==> config.mk <==
export PLATFORM = sky130hd
export DESIGN_NAME = event_encoder_8_to_3_flat
export DESIGN_NICKNAME = d
export VERILOG_FILES = /design/src/rtl/event_encoder_pkg.sv /design/src/rtl/event_encoder_8_to_3_if.sv /design/src/rtl/rr_select_8.sv /design/src/rtl/event_encoder_8_to_3.sv /design/src/flat_wrapper.sv
export SDC_FILE = /design/constraint.sdc
export NUM_CORES = 1
export LEC_CHECK = 0
export ABC_CLOCK_PERIOD_IN_PS = 7700
export BUFFER_PORTS_ARGS = -buffer_cell sky130_fd_sc_hd__buf_2
export CORE_MARGIN = 3
export CORE_UTILIZATION = 25
export CTS_CLUSTER_SIZE = 30
export DETAILED_ROUTE_END_ITERATION = 8
export PLACE_DENSITY = 0.51
export SKIP_CTS_REPAIR_TIMING = 1
export SLEW_MARGIN = 15
export SYNTH_ARGS = -nofsm -noshare
export SYNTH_HDL_FRONTEND = slang
export SYNTH_HIERARCHICAL = 1
export SYNTH_SLANG_ARGS = --single-unit
==> constraint.sdc <==
create_clock -name clk -period 7.7 [get_ports clk]
set_input_delay 1.54 -clock clk [delete_from_list [all_inputs] [get_ports clk]]
set_output_delay 1.54 -clock clk [all_outputs]
set_load 0.02 [all_outputs]
==> src/rtl/event_encoder_pkg.sv <==
// Shared widths, types and helpers for the 8-to-3 event encoder.
package event_encoder_pkg;
    localparam int W = 3;
    localparam int N = 2 ** W;

    typedef logic [W-1:0] idx_t;
    typedef logic [N-1:0] vec_t;

    typedef enum logic {
        ST_EMPTY = 1'b0,
        ST_FULL  = 1'b1
    } state_t;

    // Rotate right: result[j] = v[(j + s) mod N], so bit s lands at position 0.
    function automatic vec_t rotr(vec_t v, idx_t s);
        vec_t r;
        for (int j = 0; j < N; j++) begin
            r[j] = v[idx_t'(idx_t'(j) + s)];
        end
        return r;
    endfunction
endpackage

==> src/rtl/event_encoder_8_to_3_if.sv <==
// Event-in / index-out bundle between sources, the encoder and the consumer.
interface event_encoder_8_to_3_if;
    import event_encoder_pkg::*;

    vec_t in;
    idx_t out;
    logic valid;
    logic ready;
    vec_t pending;
    logic overflow;

    modport master (
        input  in,
        input  ready,
        output out,
        output valid,
        output pending,
        output overflow
    );

    modport slave (
        output in,
        output ready,
        input  out,
        input  valid,
        input  pending,
        input  overflow
    );
endinterface

==> src/rtl/rr_select_8.sv <==
// Round-robin pick: first set bit of pending at or above ptr, wrapping 7 -> 0.
module rr_select_8
    import event_encoder_pkg::*;
(
    input  vec_t pending,
    input  idx_t ptr,
    output logic any,
    output idx_t sel
);

    vec_t rot;
    idx_t k;

    always_comb begin
        rot = rotr(pending, ptr);
        k   = '0;
        for (int j = N - 1; j >= 0; j--) begin
            if (rot[j]) begin
                k = idx_t'(j);
            end
        end
    end

    assign any = |pending;
    assign sel = k + ptr;

endmodule

==> src/rtl/event_encoder_8_to_3.sv <==
// Latches event pulses, arbitrates round-robin and presents one index per
// valid/ready handshake.
//
// state    | meaning
// ---------+----------------------------------------------
// ST_EMPTY | valid=0, nothing presented on out
// ST_FULL  | valid=1, out holds an unconsumed event index
module event_encoder_8_to_3
    import event_encoder_pkg::*;
(
    input logic                    clk,
    input logic                    reset,
    event_encoder_8_to_3_if.master bus
);

    state_t state_q, state_d;
    vec_t   pending_q, pending_d, clr;
    idx_t   out_q, ptr_q, sel;
    logic   ovf_q, ovf_d, any, load;

    rr_select_8 u_sel (
        .pending (pending_q),
        .ptr     (ptr_q),
        .any     (any),
        .sel     (sel)
    );

    always_ff @(posedge clk or posedge reset) begin
        if (reset) begin
            state_q <= ST_EMPTY;
        end else begin
            state_q <= state_d;
        end
    end

    always_comb begin
        state_d = state_q;
        case (state_q)
            ST_EMPTY: if (load) state_d = ST_FULL;
            ST_FULL:  if (bus.ready && !any) state_d = ST_EMPTY;
            default:  state_d = ST_EMPTY;
        endcase
    end

    // A new pulse on the index being cleared wins over the clear and is not
    // counted as an overflow.
    always_comb begin
        load = any && ((state_q == ST_EMPTY) || bus.ready);
        clr  = '0;
        if (load) begin
            clr[sel] = 1'b1;
        end
        pending_d = bus.in | (pending_q & ~clr);
        ovf_d     = |(bus.in & pending_q & ~clr);
    end

    always_ff @(posedge clk or posedge reset) begin
        if (reset) begin
            pending_q <= '0;
            out_q     <= '0;
            ptr_q     <= '0;
            ovf_q     <= 1'b0;
        end else begin
            pending_q <= pending_d;
            ovf_q     <= ovf_d;
            if (load) begin
                out_q <= sel;
                ptr_q <= sel + idx_t'(1);
            end
        end
    end

    assign bus.out      = out_q;
    assign bus.valid    = (state_q == ST_FULL);
    assign bus.pending  = pending_q;
    assign bus.overflow = ovf_q;

endmodule

==> src/flat_wrapper.sv <==
// flat-port wrapper written by rule: the top's interface ports become plain ports
module event_encoder_8_to_3_flat import event_encoder_pkg::*;
  (clk, reset, bus_in, bus_ready, bus_out, bus_valid, bus_pending, bus_overflow);
  event_encoder_8_to_3_if bus_i ();
  input logic clk;
  input logic reset;
  input wire logic [$bits(bus_i.in)-1:0] bus_in;
  input wire logic [$bits(bus_i.ready)-1:0] bus_ready;
  output wire logic [$bits(bus_i.out)-1:0] bus_out;
  output wire logic [$bits(bus_i.valid)-1:0] bus_valid;
  output wire logic [$bits(bus_i.pending)-1:0] bus_pending;
  output wire logic [$bits(bus_i.overflow)-1:0] bus_overflow;
  assign bus_i.in = bus_in;
  assign bus_i.ready = bus_ready;
  assign bus_out = bus_i.out;
  assign bus_valid = bus_i.valid;
  assign bus_pending = bus_i.pending;
  assign bus_overflow = bus_i.overflow;
  event_encoder_8_to_3 u_core (.clk(clk), .reset(reset), .bus(bus_i));
endmodule
==> qor.yml <==
outcome: "finished clean"
yosysWarnings: 6
tightest_slew_ns: 0.6332
grt_pass1_vias: 1070
gp_congestion: 0.7367
crit_type: "flip-flop to flip-flop"
ys_ff_latch: 16
cp.depth: 17
cp_max_fo: 18
grt_usage: 0.1003
drt-vias-per-instance: 4.947
drcViolationCount: 0
die_h_um: 79.90
numCtsBuffers: 3
fin_nets: 175
ir_worst_vdd_v: 0.0001648
io_buffers: 23
finClkSkew_ns: 0.001863
crit_path_max_incr_delay_ns: 0.74
seq_area_frac_synth: 0.2933
rsz0062_at_grt: "false"
final_util: 0.2966
final_hold_viol_count: 0
ff2ff_path_depth: 17
end_kind: "flip-flop"
antenna_found_initial: 0
syn_inst: 137
wl_met3_um: 150
diodes: 0
min_path_type: "flip-flop to flip-flop"
met1_length_mm: 1.556
drt_iter0_markers: 48
hold_path_depth: 1
design_area_um2: 1544
postSynthAreaPerCell_um2: 9.964
dieArea_um2: 6383
synthToLayoutAreaGrowth_pct: 13.11
drtPass1Iterations: 4
start_util: 0.2623
top_layer: "met4"
slew_violations: 0
route.met2.wl_mm: 1.407
crit_buf_inv: 3
power.leakage_nw: 0.6340
cpLargestDelayFamily: "adder cells"
die_w_um: 79.90
crit_chain: "inv_1, ha_1, mux2i_1, mux2_2, mux2_2, a21oi_1, o21ai_0, a21oi_1, ha_1, inv_1, fa_1, xnor2_1, xnor2_1, inv_2, or4b_1, nand3_1, o2111ai_1"
grt_pass1_wl_mm: 5.099
core_area_um2: 5205
synth_nets: 153
row_count: 26
cts_buffer_depth: 2
period_needed_ns: 4.849
clk_latency_ns: 0.25
clk_pin_slew_ns: 0.06
setup_viol: 0
maxCapViolations: 0
netlist_area_um2: 1365
required_ns: 7.81
avgRoutedWirePerCell_um: 13.86
total_power_w: 0.0007643
grt_max_degree: 19
clock_sinks: 16
htree_levels: 1
fin_crit_sh: 0.6297
synth_cell_types: 38
maxSlewHeadroom: 0.5748
arrival_ns: 4.96
placed_cell_area_um2: 1503
fmaxAchievable_mhz: 206.2
p_per_area_nw_per_um2: 495.0
grt_overflow: 0
antenna_left: 0
cts_tree: "built"
crit_slowest_cell: "dfrtp_1"
drive_gt1_frac: 0.2675
setup_tns_ns: 0
io_pins: 24
start_kind: "flip-flop"
cts_root_buf: "clkbuf_8"
wirelength_mm: 3.146
hpwl_mm: 2.408
dr_total_vias: 1123
per-layer routing:
layer  track usage  up-vias
met5             0        -
met4       0.03547        0
met3       0.01242        4
met2        0.1573       28
met1        0.1404      543
li1              -      548
sequential cells by signal (all words and copies together), names as in the netlist:
name / cells
u_core/bus.overflow: 1
u_core/bus.pending: 8
u_core/bus.valid: 1
u_core/bus.out: 3
u_core/ptr_q: 3
power by group:
group	total, W	leakage (nW)	internal (W)	switching (W)
clock network	0.0000640	0.0216	0.0000347	0.0000293
registers	0.000196	0.162	0.000119	0.0000779
logic	0.000504	0.451	0.000231	0.000272
cell usage in the layout, fill, tap and decap left out, types with 4 or more instances in the layout:
cell type,netlist,final
a21o_1,8,8
a21oi_1,4,4
a31oi_1,7,7
buf_2,1,23
dfrtp_1,16,16
ha_1,4,4
inv_1,7,7
mux2_2,10,10
mux2i_1,14,14
nand2_1,20,20
nand3_1,5,5
o21ai_0,4,4
through the flow:
stage	std cells	hold WS, ns	setup WS [ns]
after floorplan	137	0.4657	3.621
after global placement	224	0.4983	2.928
after detailed placement	224	0.4937	2.846
after CTS	227	0.5200	2.836
after global routing	227	0.5431	2.436
final	227	0.5154	2.851
cell usage after synthesis, drive strengths merged:
library cell | n | area share
nand2 | 20 | 0.055
dfrtp | 16 | 0.29
mux2i | 14 | 0.10
mux2 | 10 | 0.082
a21o | 8 | 0.044
inv | 8 | 0.022
a31oi | 7 | 0.032
nand3 | 5 | 0.018
a21oi | 4 | 0.015
ha | 4 | 0.037
o21ai | 4 | 0.015
xnor2 | 4 | 0.039
buf | 3 | 0.017
clkbuf | 3 | 0.030
mux4 | 3 | 0.052
nand2b | 3 | 0.014
nor4 | 3 | 0.014
o2111ai | 2 | 0.013
o221ai | 2 | 0.013
a21boi | 1 | 0.0055
a32o | 1 | 0.0073
a32oi | 1 | 0.0064
and2 | 1 | 0.0046
and2b | 1 | 0.0064
and3 | 1 | 0.0046
and3b | 1 | 0.0064
fa | 1 | 0.015
nor2 | 1 | 0.0027
nor3b | 1 | 0.0092
o22ai | 1 | 0.0046
o31ai | 1 | 0.0055
or4b | 1 | 0.0073
xor2 | 1 | 0.0064
logic make-up (layout without fill, tap and decap cells):
group           after synthesis  count (layout)  synth area share
compound gates               32              32            0.1604
xor+xnor                      5               5           0.04584
fa+ha+maj                     5               5           0.05133
buf+inv                      14              34           0.06966
flops                        16              16            0.2933
mux                          27              27            0.2374
simple gates                 38              38            0.1421
path summary, 6_finish.rpt:
path	startpoint	to	slack, ns
max in group asynchronous	reset	u_core/ptr_q[0]	5.94
worst max register to register	u_core/ptr_q[0]	u_core/bus.overflow	2.85
min in group asynchronous	reset	u_core/bus.out[2]	1.36
worst max-delay path	u_core/ptr_q[0]	u_core/bus.overflow	2.85
worst min-delay path	u_core/bus.out[0]	u_core/bus.out[0]	0.52
worst min register to register	u_core/bus.out[0]	u_core/bus.out[0]	0.52
worst register-to-register path, delay by kind of cell, from the launching register on:
family                   cells  cell delay, ns
buffers and inverters        3            0.31
flip-flops                   1            0.74
AND/OR/NAND/NOR              2            0.67
adder cells (fa/ha/maj)      3            1.07
AO/OA/AOI/OAI                4            0.54
multiplexers                 3            0.69
XOR/XNOR                     2            0.71
layout make-up:
cell class              instances  area [um^2]
clock buffers                   3        41.29
fillers                       584         3661
inverters                       8        30.03
multi-input cells             107        869.6
flip-flops and latches         16        400.4
well taps                      70        87.58
repair buffers                 23        115.1
No activity file was read; power rests on OpenSTA's default activity.
